--- config.mk ---
export PLATFORM = sky130hd
export DESIGN_NAME = circ_interp_step
export DESIGN_NICKNAME = d
export VERILOG_FILES = /design/src/rtl/circ_pkg.sv /design/src/rtl/circ_quad_decide.sv /design/src/rtl/circ_interp_step.sv
export SDC_FILE = /design/constraint.sdc
export NUM_CORES = 1
export LEC_CHECK = 0
export CORE_MARGIN = 3
export CORE_UTILIZATION = 30
export CTS_BUF_LIST = sky130_fd_sc_hd__clkbuf_16
export DETAILED_ROUTE_END_ITERATION = 10
export GPL_TIMING_DRIVEN = 0
export SETUP_SLACK_MARGIN = 0.5
export SLEW_MARGIN = 10
export SYNTH_ARGS = -nofsm -noshare
export SYNTH_HDL_FRONTEND = slang
export SYNTH_HIERARCHICAL = 1
export SYNTH_SLANG_ARGS = --single-unit
export TNS_END_PERCENT = 30
--- constraint.sdc ---
create_clock -name sys_clk -period 5.3 [get_ports sys_clk]
set_input_delay 0.795 -clock sys_clk [delete_from_list [all_inputs] [get_ports sys_clk]]
set_output_delay 0.795 -clock sys_clk [all_outputs]
set_load 0.01 [all_outputs]
--- src/rtl/circ_pkg.sv ---
// Shared constants and types for the circular interpolator step stage.
package circ_pkg;

  localparam int DEF_COORD_W = 16;
  localparam int DEF_F_W     = 2 * DEF_COORD_W + 2;

  localparam logic [1:0] ST_IDLE  = 2'd0;
  localparam logic [1:0] ST_RUN   = 2'd1;
  localparam logic [1:0] ST_CHECK = 2'd2;

  typedef enum logic [1:0] {
    MX_P,
    MX_N,
    MY_P,
    MY_N
  } move_t;

endpackage

--- src/rtl/circ_quad_decide.sv ---
// Quadrant and deviation-sign lookup selecting the next single-axis move.
module circ_quad_decide
  import circ_pkg::*;
#(
  parameter int COORD_W = DEF_COORD_W
) (
  input  logic [COORD_W-1:0] x,
  input  logic [COORD_W-1:0] y,
  input  logic               f_neg,
  input  logic               cw,
  output move_t              move
);

  logic x_neg, x_pos, y_neg, y_pos;

  assign x_neg = x[COORD_W-1];
  assign y_neg = y[COORD_W-1];
  assign x_pos = !x_neg && (x != '0);
  assign y_pos = !y_neg && (y != '0);

  // Origin matches no quadrant; the caller never steps from there.
  always_comb begin
    move = MX_P;
    if (!cw) begin
      if (x_pos && !y_neg)       move = f_neg ? MY_P : MX_N;
      else if (!x_pos && y_pos)  move = f_neg ? MX_N : MY_N;
      else if (x_neg && !y_pos)  move = f_neg ? MY_N : MX_P;
      else if (!x_neg && y_neg)  move = f_neg ? MX_P : MY_P;
    end else begin
      if (!x_neg && y_pos)       move = f_neg ? MX_P : MY_N;
      else if (x_neg && !y_neg)  move = f_neg ? MY_P : MX_P;
      else if (!x_pos && y_neg)  move = f_neg ? MX_N : MY_P;
      else if (x_pos && !y_pos)  move = f_neg ? MY_N : MX_N;
    end
  end

endmodule

--- src/rtl/circ_interp_step.sv ---
// Point-by-point comparison circular interpolator: one X or Y step per pulse_clk rising edge.
module circ_interp_step
  import circ_pkg::*;
#(
  parameter int          COORD_W   = DEF_COORD_W,
  parameter int          F_W       = 2 * COORD_W + 2,
  parameter int unsigned MAX_STEPS = 1048575,
  parameter int          CNT_W     = 20
) (
  input  logic               sys_clk,
  input  logic               sys_rst_h,
  input  logic               pulse_clk,
  input  logic               cmd_validH,
  output logic               cmd_readyH,
  input  logic               cmd_cw,
  input  logic [COORD_W-1:0] start_x,
  input  logic [COORD_W-1:0] start_y,
  input  logic [COORD_W-1:0] end_x,
  input  logic [COORD_W-1:0] end_y,
  input  logic               abortH,
  output logic               step_x,
  output logic               step_y,
  output logic               dir_x,
  output logic               dir_y,
  output logic [COORD_W-1:0] cur_x,
  output logic [COORD_W-1:0] cur_y,
  output logic               busyH,
  output logic               doneH,
  output logic               errH
);

  logic [1:0]              state;
  logic                    pulse_d;
  logic                    tick;
  logic                    cw_q;
  logic [COORD_W-1:0]      ex_q, ey_q;
  logic [COORD_W-1:0]      x_q, y_q;
  logic signed [F_W-1:0]   f_q;
  logic [CNT_W-1:0]        cnt_q;
  logic signed [F_W-1:0]   xe, ye, f_delta;
  logic                    at_end;
  logic                    origin_start;
  move_t                   move;

  localparam logic signed [F_W-1:0] F_ONE = {{(F_W-1){1'b0}}, 1'b1};

  assign tick         = pulse_clk && !pulse_d;
  assign cmd_readyH   = (state == ST_IDLE);
  assign cur_x        = x_q;
  assign cur_y        = y_q;
  assign at_end       = (x_q == ex_q) && (y_q == ey_q);
  assign origin_start = (start_x == '0) && (start_y == '0);
  assign xe           = {{(F_W-COORD_W){x_q[COORD_W-1]}}, x_q};
  assign ye           = {{(F_W-COORD_W){y_q[COORD_W-1]}}, y_q};

  circ_quad_decide #(
    .COORD_W(COORD_W)
  ) u_decide (
    .x    (x_q),
    .y    (y_q),
    .f_neg(f_q[F_W-1]),
    .cw   (cw_q),
    .move (move)
  );

  always_comb begin
    f_delta = F_ONE;
    case (move)
      MX_P:    f_delta = xe + xe + F_ONE;
      MX_N:    f_delta = F_ONE - xe - xe;
      MY_P:    f_delta = ye + ye + F_ONE;
      MY_N:    f_delta = F_ONE - ye - ye;
      default: f_delta = F_ONE;
    endcase
  end

  always_ff @(posedge sys_clk) begin
    if (sys_rst_h) begin
      state   <= ST_IDLE;
      pulse_d <= 1'b0;
      cw_q    <= 1'b0;
      ex_q    <= '0;
      ey_q    <= '0;
      x_q     <= '0;
      y_q     <= '0;
      f_q     <= '0;
      cnt_q   <= '0;
      step_x  <= 1'b0;
      step_y  <= 1'b0;
      dir_x   <= 1'b0;
      dir_y   <= 1'b0;
      busyH   <= 1'b0;
      doneH   <= 1'b0;
      errH    <= 1'b0;
    end else begin
      pulse_d <= pulse_clk;
      step_x  <= 1'b0;
      step_y  <= 1'b0;
      doneH   <= 1'b0;
      case (state)
        ST_IDLE: begin
          if (cmd_validH) begin
            cw_q  <= cmd_cw;
            ex_q  <= end_x;
            ey_q  <= end_y;
            x_q   <= start_x;
            y_q   <= start_y;
            f_q   <= '0;
            cnt_q <= '0;
            errH  <= 1'b0;
            // A zero-radius arc completes at once without entering RUN.
            if (origin_start) begin
              doneH <= 1'b1;
            end else begin
              busyH <= 1'b1;
              state <= ST_RUN;
            end
          end
        end
        ST_RUN: begin
          if (abortH) begin
            busyH <= 1'b0;
            state <= ST_IDLE;
          end else if (tick) begin
            case (move)
              MX_P: begin step_x <= 1'b1; dir_x <= 1'b1; x_q <= x_q + COORD_W'(1); end
              MX_N: begin step_x <= 1'b1; dir_x <= 1'b0; x_q <= x_q - COORD_W'(1); end
              MY_P: begin step_y <= 1'b1; dir_y <= 1'b1; y_q <= y_q + COORD_W'(1); end
              MY_N: begin step_y <= 1'b1; dir_y <= 1'b0; y_q <= y_q - COORD_W'(1); end
              default: ;
            endcase
            f_q   <= f_q + f_delta;
            cnt_q <= cnt_q + CNT_W'(1);
            state <= ST_CHECK;
          end
        end
        ST_CHECK: begin
          if (abortH) begin
            busyH <= 1'b0;
            state <= ST_IDLE;
          end else if (at_end && (cnt_q != '0)) begin
            doneH <= 1'b1;
            busyH <= 1'b0;
            state <= ST_IDLE;
          end else if (cnt_q == CNT_W'(MAX_STEPS)) begin
            errH  <= 1'b1;
            busyH <= 1'b0;
            state <= ST_IDLE;
          end else begin
            state <= ST_RUN;
          end
        end
        default: state <= ST_IDLE;
      endcase
    end
  end

endmodule

==> impl_metrics.tcl, run 1 <==
set metrics [dict create \
    dr.pass1.iters 6 \
    avgViaCountPerCell 5.40 \
    worst_ep_arrival_time_ns 4.94 \
    layout_min_cycle_time_ns 4.62 \
    cap_violations 0 \
    wl_per_cell_um 17.9 \
    grt_max_degree 17 \
    synthSimpleGateAreaFrac 0.231 \
    drive_gt1_frac 0.0967 \
    die-area_um2 34200 \
    worst-setup-path-type "flip-flop to flip-flop" \
    drt_iter0_markers 679 \
    grt_use_total 0.184 \
    netlist_area_um2 9590 \
    cp_slowest_cell "fa_1" \
    crit_chain "nor4_4, nand4_1, a2111oi_2, or3_4, buf_6, nor2b_4, inv_1, fa_1, nor2b_1, o21ai_0, a21boi_0, o31ai_1, a21oi_1, nor3_1, o31ai_1, xnor2_1, o21ai_0" \
    grt_pass1_vias 9295 \
    seqCellArea_um2 2620 \
    vias 9671 \
    setup_violations 0 \
    yosysWarnings 6 \
    ys_ff_latch 129 \
    syn-mean-instance-area_um2 7.72 \
    dp_cells 1747 \
    synth_top_family_by_area "compound AO/OA/AOI/OAI gates" \
    clk_latency_ns 0.44 \
    multi_input_area_um2 6780 \
    final_hold_viol_count 0 \
    relSlewSlack 0.244 \
    path_delay_family "compound AO/OA/AOI/OAI gates" \
    synth_cell_type_count 70 \
    cts.sinks 129 \
    nFillCells 3189 \
    cellPowerDensity_nw_per_um2 589 \
    placed_area_um2 11200 \
    async_reset_ff_frac 0 \
    grt_pass1_wl_um 49800 \
    die_x_um 185 \
    synth_adder_area_share 0.0950 \
    synth_cells 1242 \
    overflow 0 \
    min_path_type "flip-flop to flip-flop" \
    synth-xor-area-share 0.110 \
    cts.path.max_buffers 2 \
    cts_hold_buf 0 \
    dp_hpwl_um 24100 \
    layout_common_cells "nand2_1, nor2_1, clkdlybuf4s50_1" \
    design_area_um2 12100 \
    n_antenna_cell 0 \
    cellLeakagePower_nw 4.84 \
    initial_utilization 0.309 \
    synth-seq-area-share 0.269 \
    cp_slowest_stage_delay_ns 0.45 \
    place.gp.congestion 0.910 \
    ir_drop_uv 422 \
    synth-edff-count 0 \
    pin_count 110 \
    synth-compound-area-share 0.233 \
    cts_inserted_buffers 17 \
    status "finished, final reports clean" \
    cts_tree "built" \
    synthMuxAreaShare 0.0217 \
    cts_htree_levels 4 \
    routed_wl_um 32200 \
    slew_violations 0 \
    antenna_found_initial 0 \
    die_h_um 185 \
    crit_fanout 15 \
    finalCritPeriodShare 0.871 \
    fmax_mhz 217 \
    skew_ns 0.0147 \
    grt_setup_unrepaired "yes" \
    end_kind "flip-flop" \
    drc_errors 0 \
    row_count 64 \
    ant_nets 0 \
    syn_nets 1383 \
    area_growth_pct 26.1 \
    clkSlewWorstSetupHoldPaths_ns 0.07 \
    core_area_um2 31100 \
    crit_buf_inv 2 \
    cp.required_ns 5.62 \
    start_kind "flip-flop" \
    layoutNonFillerInstCount 1792 \
    final_common_cell "nand2_1" \
    io_buffers 109 \
    cts_root_buf "clkbuf_16" \
    synth-main-ff-cell "dfxtp_1" \
    nets 1524 \
    worstMarginPinSlew_ns 1.13 \
]
[layout make-up]
type	instances	share of cell area
Timing Repair Buffer	121	0.0977
Multi-Input combinational cell	1015	0.561
Clock buffer	17	0.0352
Tap cell	396	0.0410
Inverter	45	0.0146
Buffer	53	0.0197
Sequential cell	129	0.216
Timing Repair inverter	1	0.000414
Clock inverter	15	0.0141
[final timing paths]
path	end	cells past startpoint	from	slack, ns
worst max-delay path	cur_x[14]	17	cur_y[7]	0.68
worst min-delay path	f_q[32]	2	f_q[32]	0.46
worst max register to register	cur_x[14]	17	cur_y[7]	0.68
worst min register to register	f_q[32]	2	f_q[32]	0.46
[metrics by stage]
stage / setup WS (ns) / hold slack, ns / power (mW) / util / setup TNS (ns)
after detailed placement: -0.634 / 0.450 / 5.57 / 0.360 / -3.04
after floorplan: 0.814 / 0.432 / 4.49 / - / 0
after CTS: 0.421 / 0.466 / 6.87 / 0.382 / 0
after global placement: -0.499 / 0.443 / 5.52 / 0.360 / -2.12
after global routing: 0.447 / 0.489 / 7.66 / 0.389 / 0
final: 0.685 / 0.463 / 7.12 / 0.389 / 0
[power by group]
group          leakage (nW)  internal [mW]  switching (mW)
clock                 0.291          0.671           0.538
combinational          3.49           1.98            2.56
sequential             1.06           1.08           0.294
[layer usage]
| metal | wire [um] | GRT usage |
|---|---|---|
| met1 | 14700 | 0.245 |
| met2 | 14900 | 0.311 |
| met3 | 1870 | 0.0314 |
| met4 | 714 | 0.0468 |
| met5 | 0 | 0 |
[sequential cells by signal, summed over array words and instances, names as in the netlist, 2 cells and up]
| signal | cells |
|---|---|
| cnt_q | 20 |
| cur_y | 16 |
| ex_q | 16 |
| ey_q | 16 |
| cur_x | 16 |
| state | 2 |
| f_q | 34 |
[kinds of logic after synthesis]
logic type / Yosys count
simple gates: 454
xor+xnor: 120
fa+ha+maj: 71
buf+inv: 98
compound gates: 351
mux: 19
flops: 129
[cells in the mapped netlist, drive strengths merged, types with 6 or more instances]
library cell  number  area share
clkbuf            47       0.019
xnor2             49       0.045
a21o              23       0.018
nor2b             12      0.0078
a31oi              7      0.0046
o21ai             76       0.040
buf                6      0.0043
a211oi            27       0.021
o21bai            10      0.0078
and4               6      0.0057
nand3             20       0.010
o211ai             7      0.0060
ha                68       0.089
a22oi             17       0.013
nor2             124       0.049
xor2              71       0.065
nor3              23       0.012
o21a               8      0.0063
nand4             16       0.010
a21oi            110       0.057
a311oi             8      0.0073
nor4              29       0.028
nand2b            11      0.0072
nand2            163       0.064
o31ai             14       0.011
mux2i             17       0.018
inv               44       0.017
or3               16       0.011
dfxtp            129        0.27
a21boi             7      0.0055
and3              10      0.0065
[tightest hold or removal path: stages (launching register included)]
cell and delay [ns]:
dfxtp_1 0.33, nand2_1 0.05, o21ai_0 0.06
[what timing repair did]
action / in CTS / in global routing
gates cloned: 0 / 1
setup endpoints to repair: 39 / 24
gates resized for setup: 39 / 54
pin swaps: 0 / 15
buffers inserted: 3 / 9
Note: power is estimated with default switching activity, not from simulation.
==> inputs of run 2 (changes only) <==
Settings changed: CORE_MARGIN 3 to 10.
==> run 2 against run 1 <==
Sequential share of layout area about the same. Via count grew 0.38%. Clock-buffer cell count stayed put. Clock skew decreased by 0.0025 ns. First-iteration DRC count increased by 12%. Non-clock buffer count is the same. Flip-flop and latch count unchanged. Combinational power fell by 0.9%. Routed wire length grew 2.8%.
==> impl_metrics.tcl, run 2 (same netlist as run 1, synthesis figures left out) <==
set metrics [dict create \
    overflow 0 \
    multi_input_area_um2 6730 \
    cp.required_ns 5.66 \
    busiest_layer "met2" \
    row_count 65 \
    pin_count 110 \
    min_path_type "flip-flop to flip-flop" \
    final_hold_viol_count 0 \
    initial_utilization 0.304 \
    crit_fanout 7 \
    met1_usage 0.211 \
    use_met2 0.264 \
    cts.path.max_buffers 2 \
    nets 1523 \
    dr.pass1.iters 5 \
    hold_ws_ns 0.465 \
    min_from "f_q[24]" \
    antenna_found_initial 0 \
    end_kind "flip-flop" \
    area_growth_pct 25.9 \
    die_x_um 199 \
    seqCellArea_um2 2610 \
    dp_hpwl_um 24800 \
    ant_nets 0 \
    cellPowerDensity_nw_per_um2 592 \
    place.gp.congestion 0.923 \
    cts_hold_buf 0 \
    die_h_um 199 \
    setup_violations 0 \
    design_area_um2 12100 \
    fmax_mhz 210 \
    routed_wl_um 33100 \
    core_area_um2 31600 \
    gr-usage-met3 0.0375 \
    avgViaCountPerCell 5.40 \
    reg2reg_from "cur_x[1]" \
    rrSetupSlack_ns 0.54 \
    placed_area_um2 11200 \
    r2r-end "f_q[33]" \
    n_antenna_cell 0 \
    skew_ns 0.0122 \
    largest_register_ffs 34 \
    largest-register "f_q" \
    reg2reg_depth 18 \
    min_delay_worst_endpoint "f_q[24]" \
    status "finished, final reports clean" \
    grt_max_degree 17 \
    layout_min_cycle_time_ns 4.76 \
    die-area_um2 39500 \
    cts_inserted_buffers 17 \
    cts_htree_levels 4 \
    min_path_cells 2 \
    slew_violations 0 \
    cts.sinks 129 \
    cap_violations 0 \
    worst_ep_arrival_time_ns 5.12 \
    reg_top3 "f_q x34, cnt_q x20" \
    nFillCells 3267 \
    vias 9708 \
    cts_root_buf "clkbuf_16" \
    finalCritPeriodShare 0.898 \
    ir_drop_uv 359 \
    wl_per_cell_um 18.4 \
    grt_pass1_wl_um 51700 \
    start_kind "flip-flop" \
    drc_errors 0 \
    clk_latency_ns 0.43 \
    final_common_cell "nand2_1" \
    cts_tree "built" \
    grt_pass1_vias 9500 \
    worstMarginPinSlew_ns 1.20 \
    layout_common_cells "nand2_1, nor2_1, clkdlybuf4s50_1" \
    cellLeakagePower_nw 4.86 \
    grt_setup_unrepaired "yes" \
    drt_iter0_markers 758 \
    io_buffers 109 \
    grt_use_total 0.165 \
    clkSlewWorstSetupHoldPaths_ns 0.07 \
    worst-setup-path-type "flip-flop to flip-flop" \
    relSlewSlack 0.192 \
    drive_gt1_frac 0.0853 \
]
run 2: cell types whose count changed in the layout (fill, tap and decap cells not counted), moves of 2 or more:
| cell | change |
|---|---|
| a21oi_2 | -5 |
| o21ai_1 | +2 |
| inv_8 | +3 |
| o21ai_2 | -2 |
| inv_6 | -2 |
| dfxtp_1 | +3 |
| a21oi_1 | +5 |
| o31ai_2 | -2 |
| buf_4 | -2 |
| dfxtp_2 | -3 |
| clkbuf_4 | +2 |
| clkinvlp_4 | -2 |
run 2: worst max-delay path: stages, from the launching register on:
cell	delay, ns
dfxtp_2	0.38
inv_2	0.11
nand2_1	0.07
or4_1	0.42
or2_2	0.32
or3_2	0.50
o31ai_1	0.25
xor2_1	0.20
o21ai_0	0.11
ha_1	0.40
and3_1	0.24
and4_1	0.22
and3_1	0.17
o21ai_1	0.15
a2111o_1	0.25
a21boi_2	0.08
or4_4	0.50
and2_4	0.18
o211ai_2	0.14
run 2: worst max-delay path by stage:
stage / start / end
6_report: cur_x[1] / f_q[33]
5_1_grt: cur_y[7] / f_q[33]
4_1_cts: cur_x[4] / cur_x[14]
3_5_place_dp: cur_x[12] / f_q[32]
3_3_place_gp: cur_x[12] / f_q[32]
2_1_floorplan: cur_y[6] / f_q[32]
run 2: routing by layer:
metal,share of wire,vias up
met5,0,-
met1,0.45,4548
met2,0.45,322
met4,0.030,0
li1,-,4779
met3,0.068,59
run 2: power by group:
| part | switching, mW | internal (mW) | total [mW] |
|---|---|---|---|
| combinational | 2.55 | 1.95 | 4.50 |
| clock | 0.553 | 0.729 | 1.28 |
| sequential | 0.290 | 1.08 | 1.37 |
| total | 3.39 | 3.77 | 7.16 |
run 2: repair_timing:
action	in CTS	in global routing
buffers inserted	3	9
resized for setup	36	39
pin swaps	1	9
setup endpoints to repair	34	30
run 2: per-stage QoR:
| step | util | TNS (ns) | worst slack, ns | total power, mW | std cells |
|---|---|---|---|---|---|
| finish | 0.383 | 0 | 0.542 | 7.16 | 1797 |
| detailed placement | 0.354 | -2.19 | -0.578 | 5.59 | 1753 |
| global route | 0.383 | 0 | 0.286 | 7.74 | 1797 |
| CTS | 0.377 | 0 | 0.338 | 6.97 | 1788 |
| floorplan | - | 0 | 0.814 | 4.49 | 1242 |
| global placement | 0.354 | -1.55 | -0.415 | 5.52 | 1753 |
run 2: final cells by class:
cell class              count  area share
repair buffers            121      0.0978
flip-flops and latches    129       0.216
plain buffers              53      0.0197
clock inverters            15      0.0175
inverters                  45      0.0143
well taps                 402      0.0416
clock buffers              17      0.0352
multi-input cells        1015       0.557
==> inputs of run 3 (changes only) <==
Settings changed: ABC_CLOCK_PERIOD_IN_PS from default to 5300, CAP_MARGIN from default to 0.
==> results of run 3 <==
Same layout as run 2: the final DEF is identical, and so are final timing and power.
